--- src/rtl/inst_fetch_buffer_pkg.sv ---
// -----------------------------------------------------------------------------
// inst_fetch_buffer_pkg
//   Shared types and constants for the fetch-to-decode instruction buffer.
//   - IFB_ADDR_WIDTH / IFB_INST_WIDTH : global pc and instruction widths
//   - IFB_DEFAULT_DEPTH               : default number of queued packets
//   - fetch_pkt_t                     : one fetched instruction packet
// -----------------------------------------------------------------------------
package inst_fetch_buffer_pkg;

  localparam int unsigned IFB_ADDR_WIDTH    = 32;
  localparam int unsigned IFB_INST_WIDTH    = 32;
  localparam int unsigned IFB_DEFAULT_DEPTH = 4;

  // Packet as delivered by fetch: pc, instruction word and prediction info.
  typedef struct packed {
    logic [IFB_ADDR_WIDTH-1:0] pc;
    logic [IFB_INST_WIDTH-1:0] inst;
    logic                      branch;
    logic [IFB_ADDR_WIDTH-1:0] branch_addr;
  } fetch_pkt_t;

  // Build a packet from its individual fields.
  function automatic fetch_pkt_t make_fetch_pkt(
    input logic [IFB_ADDR_WIDTH-1:0] pc,
    input logic [IFB_INST_WIDTH-1:0] inst,
    input logic                      branch,
    input logic [IFB_ADDR_WIDTH-1:0] branch_addr
  );
    fetch_pkt_t pkt;
    pkt.pc          = pc;
    pkt.inst        = inst;
    pkt.branch      = branch;
    pkt.branch_addr = branch_addr;
    return pkt;
  endfunction

endpackage

--- src/rtl/sync_fifo_ctrl.sv ---
// -----------------------------------------------------------------------------
// sync_fifo_ctrl
//   Pointer / occupancy bookkeeping for a synchronous circular FIFO. The
//   storage itself lives in the parent; this block only says where to write,
//   where to read and how full the queue is.
//
//   Ports
//     clk       : clock, all updates on the rising edge
//     rst       : synchronous active-low reset
//     i_push    : write one entry at o_wr_idx this cycle
//     i_pop     : retire the entry at o_rd_idx this cycle
//     i_flush   : drop all entries (beats push and pop)
//     o_wr_idx  : slot the next push lands in
//     o_rd_idx  : slot holding the current head
//     o_count   : occupancy, 0..DEPTH
//     o_full    : occupancy == DEPTH
//     o_empty   : occupancy == 0
// -----------------------------------------------------------------------------
module sync_fifo_ctrl
  import inst_fetch_buffer_pkg::*;
#(
  parameter int unsigned DEPTH = IFB_DEFAULT_DEPTH,
  localparam int unsigned PTR_W = $clog2(DEPTH),
  localparam int unsigned CNT_W = PTR_W + 1
) (
  input  logic             clk,
  input  logic             rst,
  input  logic             i_push,
  input  logic             i_pop,
  input  logic             i_flush,
  output logic [PTR_W-1:0] o_wr_idx,
  output logic [PTR_W-1:0] o_rd_idx,
  output logic [CNT_W-1:0] o_count,
  output logic             o_full,
  output logic             o_empty
);

  logic [PTR_W-1:0] r_wr_ptr;
  logic [PTR_W-1:0] r_rd_ptr;
  logic [CNT_W-1:0] r_count;

  logic [PTR_W-1:0] w_wr_ptr_d;
  logic [PTR_W-1:0] w_rd_ptr_d;
  logic [CNT_W-1:0] w_count_d;
  logic             w_push_ok;
  logic             w_pop_ok;

  assign o_full  = (r_count == CNT_W'(DEPTH));
  assign o_empty = (r_count == '0);

  // Defensive gating: a push into a full queue or a pop from an empty one
  // would corrupt the pointers, so they are ignored here as well.
  assign w_push_ok = i_push && !o_full;
  assign w_pop_ok  = i_pop && !o_empty;

  always_comb begin
    w_wr_ptr_d = r_wr_ptr;
    w_rd_ptr_d = r_rd_ptr;
    w_count_d  = r_count;
    if (i_flush) begin
      w_wr_ptr_d = '0;
      w_rd_ptr_d = '0;
      w_count_d  = '0;
    end else begin
      // Pointers are exactly log2(DEPTH) wide, so +1 wraps DEPTH-1 -> 0.
      if (w_push_ok) w_wr_ptr_d = r_wr_ptr + 1'b1;
      if (w_pop_ok)  w_rd_ptr_d = r_rd_ptr + 1'b1;
      unique case ({w_push_ok, w_pop_ok})
        2'b10:   w_count_d = r_count + CNT_W'(1);
        2'b01:   w_count_d = r_count - CNT_W'(1);
        default: w_count_d = r_count;
      endcase
    end
  end

  always_ff @(posedge clk) begin
    if (!rst) begin
      r_wr_ptr <= '0;
      r_rd_ptr <= '0;
      r_count  <= '0;
    end else begin
      r_wr_ptr <= w_wr_ptr_d;
      r_rd_ptr <= w_rd_ptr_d;
      r_count  <= w_count_d;
    end
  end

  assign o_wr_idx = r_wr_ptr;
  assign o_rd_idx = r_rd_ptr;
  assign o_count  = r_count;

endmodule

--- src/rtl/inst_fetch_buffer.sv ---
// -----------------------------------------------------------------------------
// inst_fetch_buffer
//   Show-ahead packet queue between the fetch and decode stages. Fetch pushes
//   {pc, inst, branch, branch_addr} on in_valid && in_ready; decode sees the
//   oldest packet on out_* and retires it with out_ready. flush empties the
//   queue in one cycle.
//
//   Ports
//     clk, rst                 : clock, synchronous active-low reset
//     in_valid / in_ready      : fetch-side handshake (in_ready is registered
//                                state only, never a function of out_ready)
//     in_pc, in_inst,
//     in_branch, in_branch_addr: packet from fetch
//     flush                    : pipeline redirect, discard everything
//     out_valid / out_ready    : decode-side handshake
//     out_pc, out_inst,
//     out_branch,
//     out_branch_addr          : head packet, all zero while empty
//     count                    : current occupancy
// -----------------------------------------------------------------------------
module inst_fetch_buffer
  import inst_fetch_buffer_pkg::*;
#(
  parameter int unsigned DEPTH      = IFB_DEFAULT_DEPTH,
  parameter int unsigned ADDR_WIDTH = IFB_ADDR_WIDTH,
  parameter int unsigned INST_WIDTH = IFB_INST_WIDTH,
  localparam int unsigned PTR_W     = $clog2(DEPTH),
  localparam int unsigned CNT_W     = PTR_W + 1
) (
  input  logic                  clk,
  input  logic                  rst,
  input  logic                  in_valid,
  output logic                  in_ready,
  input  logic [ADDR_WIDTH-1:0] in_pc,
  input  logic [INST_WIDTH-1:0] in_inst,
  input  logic                  in_branch,
  input  logic [ADDR_WIDTH-1:0] in_branch_addr,
  input  logic                  flush,
  output logic                  out_valid,
  input  logic                  out_ready,
  output logic [ADDR_WIDTH-1:0] out_pc,
  output logic [INST_WIDTH-1:0] out_inst,
  output logic                  out_branch,
  output logic [ADDR_WIDTH-1:0] out_branch_addr,
  output logic [CNT_W-1:0]      count
);

  // Packet storage; pointers are reset in the controller, contents are not.
  fetch_pkt_t       r_mem [DEPTH];

  logic [PTR_W-1:0] w_wr_idx;
  logic [PTR_W-1:0] w_rd_idx;
  logic [CNT_W-1:0] w_count;
  logic             w_full;
  logic             w_empty;
  logic             w_push;
  logic             w_pop;
  fetch_pkt_t       w_in_pkt;
  fetch_pkt_t       w_head;

  // Handshake qualifiers. Flush suppresses both sides of the same cycle.
  assign in_ready  = !w_full;
  assign out_valid = !w_empty;
  assign w_push    = in_valid && in_ready && !flush;
  assign w_pop     = out_valid && out_ready && !flush;

  sync_fifo_ctrl #(
    .DEPTH (DEPTH)
  ) u_ctrl (
    .clk      (clk),
    .rst      (rst),
    .i_push   (w_push),
    .i_pop    (w_pop),
    .i_flush  (flush),
    .o_wr_idx (w_wr_idx),
    .o_rd_idx (w_rd_idx),
    .o_count  (w_count),
    .o_full   (w_full),
    .o_empty  (w_empty)
  );

  assign w_in_pkt = make_fetch_pkt(in_pc, in_inst, in_branch, in_branch_addr);

  always_ff @(posedge clk) begin
    if (w_push) begin
      r_mem[w_wr_idx] <= w_in_pkt;
    end
  end

  // Show-ahead head; forced to zero when empty so stale entries never leak.
  always_comb begin
    w_head = '0;
    if (!w_empty) begin
      w_head = r_mem[w_rd_idx];
    end
  end

  assign out_pc          = w_head.pc;
  assign out_inst        = w_head.inst;
  assign out_branch      = w_head.branch;
  assign out_branch_addr = w_head.branch_addr;
  assign count           = w_count;

endmodule

--- config.mk ---
export PLATFORM = sky130hd
export DESIGN_NAME = inst_fetch_buffer
export DESIGN_NICKNAME = d
export VERILOG_FILES = /design/src/rtl/inst_fetch_buffer_pkg.sv /design/src/rtl/sync_fifo_ctrl.sv /design/src/rtl/inst_fetch_buffer.sv
export SDC_FILE = /design/constraint.sdc
export NUM_CORES = 1
export LEC_CHECK = 0
export BUFFER_PORTS_ARGS = -buffer_cell sky130_fd_sc_hd__buf_2
export CAP_MARGIN = 20
export CELL_PAD_IN_SITES_DETAIL_PLACEMENT = 0
export CELL_PAD_IN_SITES_GLOBAL_PLACEMENT = 2
export CORE_MARGIN = 5
export CORE_UTILIZATION = 46
export DETAILED_ROUTE_END_ITERATION = 8
export PLACE_DENSITY_LB_ADDON = 0.1
export SLEW_MARGIN = 20
export SYNTH_ARGS = -nofsm -noshare
export SYNTH_HDL_FRONTEND = slang
export SYNTH_HIERARCHICAL = 1
export SYNTH_SLANG_ARGS = --single-unit
--- constraint.sdc ---
create_clock -name clk -period 21.4 [get_ports clk]
set_input_delay 2.14 -clock clk [delete_from_list [all_inputs] [get_ports clk]]
set_output_delay 2.14 -clock clk [all_outputs]
set_load 0.01 [all_outputs]
==> results_dict.tcl, run 1 <==
set metrics [dict create \
    status "finished clean" \
    routabilityCongestion 0.750 \
    insertion_delay_ns 0.53 \
    start_util 0.463 \
    cts_buffer_depth 3 \
    synth_area_leaders "edfxtp_1 78%, mux2i_1 13%, o22ai_1 4.1%" \
    reg2reg_slack_ns 18.46 \
    crit_path_start_kind "flip-flop" \
    post-cts-setup-buffers 0 \
    p_clk_frac 0.431 \
    holdWs_ns 0.548 \
    syn_area_mm2 0.0150 \
    globalRoute.totalOverflow 0 \
    syn-num-nets 879 \
    first_global_vias 8124 \
    peakVddDrop_uv 69.8 \
    hold_class "flip-flop to flip-flop" \
    vias 7655 \
    die_y_um 190 \
    drt_iter0_drc 379 \
    final_area_mm2 0.0177 \
    numCtsBuffers 41 \
    ctsHoldBuffers 0 \
    netlist.area_leader.share 0.779 \
    clk_pin_slew_ns 0.06 \
    synth_seq_cells 395 \
    p_int_w 0.00129 \
    synth_edf_count 388 \
    syn_to_final_growth_pct 18.2 \
    vias_per_cell 5.23 \
    cts.sinks 395 \
    yosysTopAreaCell "edfxtp_1" \
    wl_mm 30.6 \
    tightest_slew_ns 1.05 \
    crit_path_end_kind "output port" \
    synth_common_cells "388 x edfxtp_1, 194 x mux2i_1, 97 x o22ai_1" \
    grt_first_pass_wirelength_mm 45.7 \
    antenna_found_initial 8 \
    core_area_mm2 0.0323 \
    period_share 0.246 \
    rsz0062_at_grt "no" \
    post-place-ws_ns 16.65 \
    ctsResizeCount 0 \
    ys.flop_type "edfxtp_1" \
    fin_setup_tns_ns 0 \
    ys_seq_area_frac 0.788 \
    worst-path-max-fanout 148 \
    finClkSkew_ns 0.0253 \
    netSwitchingFraction 0.191 \
    setup_violations 0 \
    root_buffer "clkbuf_16" \
    post-dp-hpwl_mm 17.7 \
    slew_headroom 0.298 \
    async_flop_share 0 \
    drv_slew 0 \
    die_width_um 190 \
    drc 0 \
    period_needed_ns 5.26 \
    ys_types 27 \
    layout.nets 1095 \
    postRouteAntennaNets 0 \
    drtPass1Iterations 4 \
    synth_warnings 6 \
    p_leak_nw 5.83 \
    powerDensity_mw_per_mm2 90.2 \
    grt_start_max_net_pins 149 \
    wl_per_cell_um 20.9 \
    grt_usage 0.163 \
    rows 66 \
    synthCells 775 \
    synth.most_common_cell "edfxtp_1" \
    switching_power_w 0.000304 \
    placed_area_mm2 0.0164 \
    synth.avg_cell_area_um2 19.3 \
    io_pins 204 \
    fmax_ghz 0.190 \
    io_buffers 203 \
    hold_violations 0 \
    setup_ws_ns 16.14 \
    cp.arrival_ns 3.12 \
    htreeDepth 2 \
    dieArea_mm2 0.0362 \
    max_cap_violations 0 \
    worstSetupPathType "flip-flop to output port" \
    seqPwrFrac 0.541 \
    power_frac_comb 0.028 \
    drive_gt1_frac 0.277 \
    required_ns 19.26 \
    cts_tree "done" \
]
-- power groups by stage --
| stage | logic [W] | registers (W) | clock network [W] |
|---|---|---|---|
| after floorplan | 0.0000180 | 0.000882 | 0 |
| after global placement | 0.0000430 | 0.000880 | 0 |
| after detailed placement | 0.0000452 | 0.000880 | 0 |
| after CTS | 0.0000453 | 0.000864 | 0.000706 |
| after global routing | 0.0000488 | 0.000864 | 0.000738 |
| final | 0.0000443 | 0.000864 | 0.000688 |
-- state kept, by name (all words and copies together) (netlist names) --
signal and flops:
r_mem 388, u_ctrl/o_count 3, u_ctrl/o_rd_idx 2, u_ctrl/o_wr_idx 2
-- cell type report --
class | count | area [µm²]
sequential | 395 | 11800
tap | 442 | 553
clock inverter | 23 | 224
clock buffer | 50 | 1100
multi-input combinational | 328 | 2830
inverter | 8 | 30.0
fill | 2555 | 14600
timing repair buffer | 217 | 1150
antenna | 2 | 5.00
-- layout by cell type (no fill, tap or decap), types with 2 or more instances in the layout --
master / instances
a21oi_1: 5
buf_2: 203
buf_4: 12
bufinv_16: 4
clkbuf_1: 7
clkbuf_16: 43
clkinv_1: 9
clkinv_2: 4
clkinv_4: 2
clkinvlp_4: 2
dfxtp_1: 6
diode_2: 2
edfxtp_1: 388
inv_1: 8
inv_6: 2
mux2i_1: 194
nand2_1: 2
nand2b_1: 2
nor2_1: 4
nor3_2: 2
nor3b_2: 3
o21ai_0: 4
o22ai_1: 97
or3_1: 4
xor2_1: 3
-- critical path: stages (launching register included) --
cell and delay (ns):
dfxtp_4 0.88, buf_12 0.83, mux2i_1 0.17, o22ai_1 0.30, buf_2 0.20
-- through the flow --
| stage | total power, W | instances | utilization |
|---|---|---|---|
| 6_report | 0.00160 | 1465 | 0.548 |
| 5_1_grt | 0.00165 | 1464 | 0.548 |
| 4_1_cts | 0.00162 | 1463 | 0.548 |
| 3_5_place_dp | 0.000926 | 1390 | 0.507 |
| 3_3_place_gp | 0.000923 | 1389 | 0.506 |
| 2_1_floorplan | 0.000900 | 775 | - |
-- worst paths after layout --
| path | start | endpoint | depth (start not counted) |
|---|---|---|---|
| hold / removal | u_ctrl/o_rd_idx[1]$_SDFFE_PP0P_ | u_ctrl/o_rd_idx[1]$_SDFFE_PP0P_ | 2 |
| hold reg to reg | u_ctrl/o_rd_idx[1]$_SDFFE_PP0P_ | u_ctrl/o_rd_idx[1]$_SDFFE_PP0P_ | 2 |
| setup reg to reg | u_ctrl/o_count[1]$_SDFFE_PP0P_ | r_mem[1][48]$_DFFE_PP_ | 5 |
| setup / recovery | u_ctrl/o_rd_idx[0]$_SDFFE_PP0P_ | out_pc[0] | 4 |
-- metal layers --
layer  vias to the layer above  track usage  routed length [µm]
met1                      3838        0.194               12200
met5                         -            0                  77
met2                       183        0.292               15600
met3                        58       0.0478                2100
li1                       3564            -                   -
met4                        12       0.0420                 647
-- cell families (layout without fill, tap and decap cells) --
| logic type | after synthesis | count (layout) | synth area share |
|---|---|---|---|
| simple gates | 22 | 22 | 0.00920 |
| buf+inv | 52 | 298 | 0.0252 |
| other cells | 0 | 2 | 0 |
| xor+xnor | 3 | 3 | 0.00176 |
| mux | 194 | 194 | 0.130 |
| compound gates | 107 | 107 | 0.0441 |
| flops | 395 | 395 | 0.788 |
| fa+ha+maj | 2 | 2 | 0.00217 |
Power figures use the tool's default switching activity.
==> inputs of run 2 (changes only) <==
--- a/config.mk
+++ b/config.mk
@@ -5,12 +5,13 @@
 export SDC_FILE = /design/constraint.sdc
 export NUM_CORES = 1
 export LEC_CHECK = 0
+export ABC_AREA = 1
 export BUFFER_PORTS_ARGS = -buffer_cell sky130_fd_sc_hd__buf_2
 export CAP_MARGIN = 20
 export CELL_PAD_IN_SITES_DETAIL_PLACEMENT = 0
 export CELL_PAD_IN_SITES_GLOBAL_PLACEMENT = 2
 export CORE_MARGIN = 5
-export CORE_UTILIZATION = 46
+export CORE_UTILIZATION = 38
 export DETAILED_ROUTE_END_ITERATION = 8
 export PLACE_DENSITY_LB_ADDON = 0.1
 export SLEW_MARGIN = 20
==> constraint.sdc (replaced) <==
create_clock -name clk -period 4.97 [get_ports clk]
set_input_delay 0.497 -clock clk [delete_from_list [all_inputs] [get_ports clk]]
set_output_delay 0.497 -clock clk [all_outputs]
set_load 0.01 [all_outputs]
==> results_dict.tcl, run 2 <==
set metrics [dict create \
    status "finished clean" \
    post-cts-setup-buffers 0 \
    largest_register_ff_count 388 \
    yosysTopAreaCell "edfxtp_1" \
    synthCells 1605 \
    htreeDepth 2 \
    async_flop_share 0 \
    max_cap_violations 0 \
    synth_warnings 6 \
    ys_seq_area_frac 0.695 \
    post-route-util 0.448 \
    dpl.cell_count 2340 \
    synth_edf_count 388 \
    regArea_mm2 0.0118 \
    top_register "r_mem" \
    crit_path_end_kind "output port" \
    cts_tree "done" \
    drive_gt1_frac 0.160 \
    cp_top_family "buffers and inverters" \
    core_area_mm2 0.0442 \
    vias 10900 \
    hold_path_depth 1 \
    cts.sinks 395 \
    met2_usage 0.285 \
    worstSetupPathType "flip-flop to output port" \
    grt_use_met1 0.222 \
    switching_power_w 0.00142 \
    io_pins 204 \
    worst-path-max-fanout 56 \
    cp_cell_sequence "nor2_4 -> nand2_2 -> clkinv_2 -> buf_4 -> buf_4 -> a21oi_1 -> buf_2" \
    slowest_delay_ns 0.75 \
    first_global_vias 10900 \
    finClkSkew_ns 0.0105 \
    start_util 0.384 \
    fmax_ghz 0.291 \
    routabilityCongestion 0.722 \
    layout.nets 1899 \
    rsz0062_at_grt "no" \
    hold_violations 0 \
    met3_usage 0.0355 \
    cpMaxStageDelayCell "buf_4" \
    drtPass1Iterations 5 \
    hold_class "input port to flip-flop" \
    netlist.area_leader.share 0.687 \
    synth.most_common_cell "inv_1" \
    io_buffers 203 \
    clk_pin_slew_ns 0.06 \
    period_share 0.690 \
    grt_usage 0.168 \
    drv_slew 0 \
    ys.flop_type "edfxtp_1" \
    wl_per_cell_um 17.3 \
    grt_first_pass_wirelength_mm 64.6 \
    grt.busiest_layer "met2" \
    p_clk_frac 0.434 \
    p_leak_nw 8.86 \
    peakVddDrop_uv 244 \
    ys_types 23 \
    cp_num_buf_inv 4 \
    synth.avg_cell_area_um2 10.6 \
    critPathMostFrequentCell "buf_4" \
    ctsHoldBuffers 0 \
    synth_common_cells "407 x inv_1, 403 x nand2_1, 388 x edfxtp_1" \
    die_width_um 221 \
    finalNonFillerCells 2420 \
    n_fill_cell 4202 \
    drt_iter0_drc 630 \
    syn_to_final_growth_pct 16.7 \
    ctsResizeCount 0 \
    final_common_cell "inv_1" \
    multiInputGateArea_mm2 0.00321 \
    syn-num-nets 1709 \
    mostFrequentLayoutCells "406 x inv_1, 403 x nand2_1, 388 x edfxtp_1" \
    vias_per_cell 4.50 \
    synth_seq_cells 395 \
    netSwitchingFraction 0.202 \
    numCtsBuffers 45 \
    p_int_w 0.00561 \
    setup_violations 0 \
    power_frac_comb 0.036 \
    tightest_slew_ns 1.05 \
    post-dp-hpwl_mm 23.0 \
    antenna_found_initial 8 \
    globalRoute.totalOverflow 0 \
    powerDensity_mw_per_mm2 355 \
    syn_area_mm2 0.0170 \
    postRouteAntennaNets 0 \
    final_area_mm2 0.0198 \
    period_needed_ns 3.43 \
    wl_mm 41.8 \
    synth_area_leaders "edfxtp_1 69%, inv_1 9.0%, nand2_1 8.9%" \
    seqPwrFrac 0.529 \
    crit_path_start_kind "flip-flop" \
    slew_headroom 0.299 \
    placed_area_mm2 0.0185 \
    required_ns 4.47 \
    grt_start_max_net_pins 199 \
    root_buffer "clkbuf_16" \
    rows 77 \
    die_y_um 221 \
    crit_cells 7 \
    cp.arrival_ns 2.93 \
    dieArea_mm2 0.0490 \
    cts_buffer_depth 3 \
    drc 0 \
    insertion_delay_ns 0.55 \
    reg2regPathDepth 16 \
]
run 2: cell type report:
type | count | share of cell area
flip-flops and latches | 395 | 0.596
clock inverters | 17 | 0.00777
well taps | 592 | 0.0374
multi-input cells | 725 | 0.162
repair buffers | 218 | 0.0583
diodes | 2 | 0.000253
inverters | 410 | 0.0782
clock buffers | 61 | 0.0599
run 2: worst reg2reg max path: cells and delay by family, from the launching register on:
family	cells	cell delay, ns
flip-flops	1	0.35
AND/OR/NAND/NOR	10	0.99
adder cells (fa/ha/maj)	2	0.55
buffers and inverters	4	0.40
run 2: through the flow:
step	hold slack (ns)	worst slack, ns	total power, W	setup TNS, ns
after floorplan	0.466	-0.171	0.00391	-66.22
after global placement	0.507	2.08	0.00404	0
after detailed placement	0.508	2.06	0.00405	0
after CTS	0.115	1.45	0.00715	0
after global routing	0.131	1.31	0.00732	0
final	0.155	1.54	0.00703	0
run 2: logic make-up after synthesis:
group	count (synthesis)	share of synthesized area
DFF	395	0.695
and+or+nand+nor	619	0.154
buffers and inverters	485	0.118
adders and majority gates	2	0.00192
AOI/OAI and AO/OA	104	0.0309
run 2: path summary, 6_finish.rpt:
kind	startpoint	endpoint	slack, ns
max	u_ctrl/o_count[0]$_SDFFE_PP0P_	out_branch_addr[25]	1.54
min	in_branch_addr[29]	r_mem[3][29]$_DFFE_PP_	0.15
max reg2reg	u_ctrl/o_count[0]$_SDFFE_PP0P_	u_ctrl/o_count[2]$_SDFFE_PP0P_	2.59
min reg2reg	u_ctrl/o_count[0]$_SDFFE_PP0P_	u_ctrl/o_count[0]$_SDFFE_PP0P_	0.52
run 2: power by group through the flow:
| stage | clock network (W) | registers [W] | logic (W) |
|---|---|---|---|
| CTS | 0.00317 | 0.00372 | 0.000260 |
| global route | 0.00331 | 0.00372 | 0.000286 |
| detailed placement | 0 | 0.00379 | 0.000259 |
| floorplan | 0 | 0.00380 | 0.000111 |
| global placement | 0 | 0.00379 | 0.000256 |
| finish | 0.00305 | 0.00372 | 0.000254 |
run 2: routing by layer:
layer	vias up	part of all wire
met2	187	0.48
met5	-	0.0015
met1	5154	0.44
met4	12	0.021
met3	67	0.051
li1	5465	-
==> inputs of run 3 (changes only) <==
==> constraint.sdc (replaced) <==
create_clock -name clk -period 3.2 [get_ports clk]
set_input_delay 0.32 -clock clk [delete_from_list [all_inputs] [get_ports clk]]
set_output_delay 0.32 -clock clk [all_outputs]
set_load 0.01 [all_outputs]
==> results_dict.tcl, run 3 (same netlist as run 2, synthesis figures left out) <==
set metrics [dict create \
    status "finished clean" \
    regArea_mm2 0.0118 \
    core_area_mm2 0.0442 \
    die_y_um 221 \
    p_int_w 0.00872 \
    drt_iter0_drc 509 \
    cts_buffer_depth 3 \
    first_global_vias 11000 \
    ctsResizeCount 0 \
    p_total_w 0.0109 \
    final_common_cell "inv_1" \
    rows 77 \
    antenna_found_initial 4 \
    cts_tree "done" \
    io_pins 204 \
    hold_path_depth 5 \
    period_share 0.843 \
    fmax_ghz 0.371 \
    postRouteAntennaNets 0 \
    drc 0 \
    drive_gt1_frac 0.157 \
    ctsHoldBuffers 97 \
    period_needed_ns 2.70 \
    slowest_delay_ns 0.59 \
    wl_per_cell_um 16.0 \
    cp_cell_sequence "buf_12 -> nand2_1 -> nand3_1 -> a21oi_1 -> buf_2" \
    top_register "r_mem" \
    numCtsBuffers 45 \
    worstSetupPathType "flip-flop to output port" \
    rsz0062_at_grt "no" \
    power_frac_comb 0.046 \
    hold_violations 0 \
    mostFrequentLayoutCells "405 x inv_1, 402 x nand2_1, 388 x edfxtp_1" \
    drtPass1Iterations 4 \
    post-dp-hpwl_mm 21.4 \
    regToRegEndpoint "u_ctrl/o_count[2]$_SDFFE_PP0P_" \
    grt_usage 0.164 \
    netSwitchingFraction 0.202 \
    syn_to_final_growth_pct 23.4 \
    peakVddDrop_uv 367 \
    insertion_delay_ns 0.56 \
    switching_power_w 0.00220 \
    grt_start_max_net_pins 199 \
    powerDensity_mw_per_mm2 522 \
    reg2regPathDepth 17 \
    dieArea_mm2 0.0490 \
    root_buffer "clkbuf_16" \
    finClkSkew_ns 0.0170 \
    crit_path_start_kind "flip-flop" \
    setup.worst_path.start "u_ctrl/o_rd_idx[0]$_SDFFE_PP0P_" \
    dpl.cell_count 2346 \
    multiInputGateArea_mm2 0.00323 \
    vias 11000 \
    cpMaxStageDelayCell "buf_12" \
    clk_pin_slew_ns 0.05 \
    largest_register_ff_count 388 \
    p_clk_frac 0.425 \
    post-route-util 0.473 \
    grt_first_pass_wirelength_mm 63.0 \
    globalRoute.totalOverflow 0 \
    reg2reg_slack_ns 1.03 \
    wl_mm 40.3 \
    worstHoldStart "rst" \
    vias_per_cell 4.37 \
    max_cap_violations 0 \
    worstHoldEndpoint "u_ctrl/o_count[2]$_SDFFE_PP0P_" \
    finalNonFillerCells 2525 \
    slew_headroom 0.282 \
    required_ns 2.88 \
    crit_path_end_kind "output port" \
    setup_violations 0 \
    r2r-start "u_ctrl/o_count[2]$_SDFFE_PP0P_" \
    io_buffers 203 \
    tightest_slew_ns 1.08 \
    cp.arrival_ns 2.38 \
    placed_area_mm2 0.0186 \
    htreeDepth 2 \
    drv_slew 0 \
    p_leak_nw 9.33 \
    routabilityCongestion 0.724 \
    seqPwrFrac 0.529 \
    die_width_um 221 \
    start_util 0.384 \
    final_area_mm2 0.0209 \
    cts.sinks 395 \
    post-cts-setup-buffers 0 \
    layout.nets 2002 \
    worst-path-max-fanout 198 \
    fin_setup_tns_ns 0 \
    n_fill_cell 4065 \
    hold_class "input port to flip-flop" \
]
==> run 3: changes by cell type in the layout (fill, tap and decap cells not counted), moves of 2 or more <==
cell,previous run,this run
clkbuf_1,16,12
dfxtp_4,2,4
buf_12,2,9
bufinv_16,3,1
dfxtp_1,5,3
clkinv_1,7,13
clkbuf_16,45,47
dlygate4sd3_1,0,97
==> run 3: critical path, delay by kind of cell, from the launching register on <==
kind                   cells  cell delay, ns
buffers and inverters      2            0.79
DFF                        1            0.38
and+or+nand+nor            2            0.27
AOI/OAI and AO/OA          1            0.14
==> run 3: power groups by stage <==
stage               clock (W)  combinational [W]  sequential, W
floorplan                   0           0.000176        0.00589
global placement            0           0.000399        0.00588
detailed placement          0           0.000405        0.00588
CTS                   0.00482           0.000509        0.00578
global route          0.00504           0.000555        0.00578
finish                0.00465           0.000498        0.00578
==> run 3: how the worst max path moves through the flow <==
stage,endpoint,slack [ns],cells after the start
floorplan,r_mem[0][0]$_DFFE_PP_,-0.34,6
global placement,u_ctrl/o_count[2]$_SDFFE_PP0P_,1.01,17
detailed placement,u_ctrl/o_count[2]$_SDFFE_PP0P_,1.04,17
CTS,out_branch_addr[1],0.51,5
global route,out_branch_addr[1],0.35,5
finish,out_branch_addr[1],0.50,5
==> run 3: metrics by stage <==
step | setup slack (ns) | hold WS [ns]
floorplan | -0.345 | 0.419
global placement | 1.01 | 0.455
detailed placement | 1.04 | 0.460
CTS | 0.508 | 0.0883
global route | 0.348 | 0.135
finish | 0.503 | 0.127
==> run 3: metal layers <==
layer | wire length (µm) | up-vias | global-route usage | share of wire
met3 | 2010 | 60 | 0.0356 | 0.050
met2 | 19900 | 201 | 0.284 | 0.49
li1 | - | 5674 | - | -
met4 | 844 | 6 | 0.0476 | 0.021
met1 | 17500 | 5098 | 0.209 | 0.44
met5 | 33 | - | 0 | 0.00082
==> run 3: area by class of cell <==
type                    count  share of cell area
multi-input cells         725               0.154
diodes                      1            0.000120
flip-flops and latches    395               0.564
well taps                 592              0.0354
repair buffers            321               0.108
inverters                 410              0.0741
clock buffers              59              0.0583
clock inverters            22             0.00598
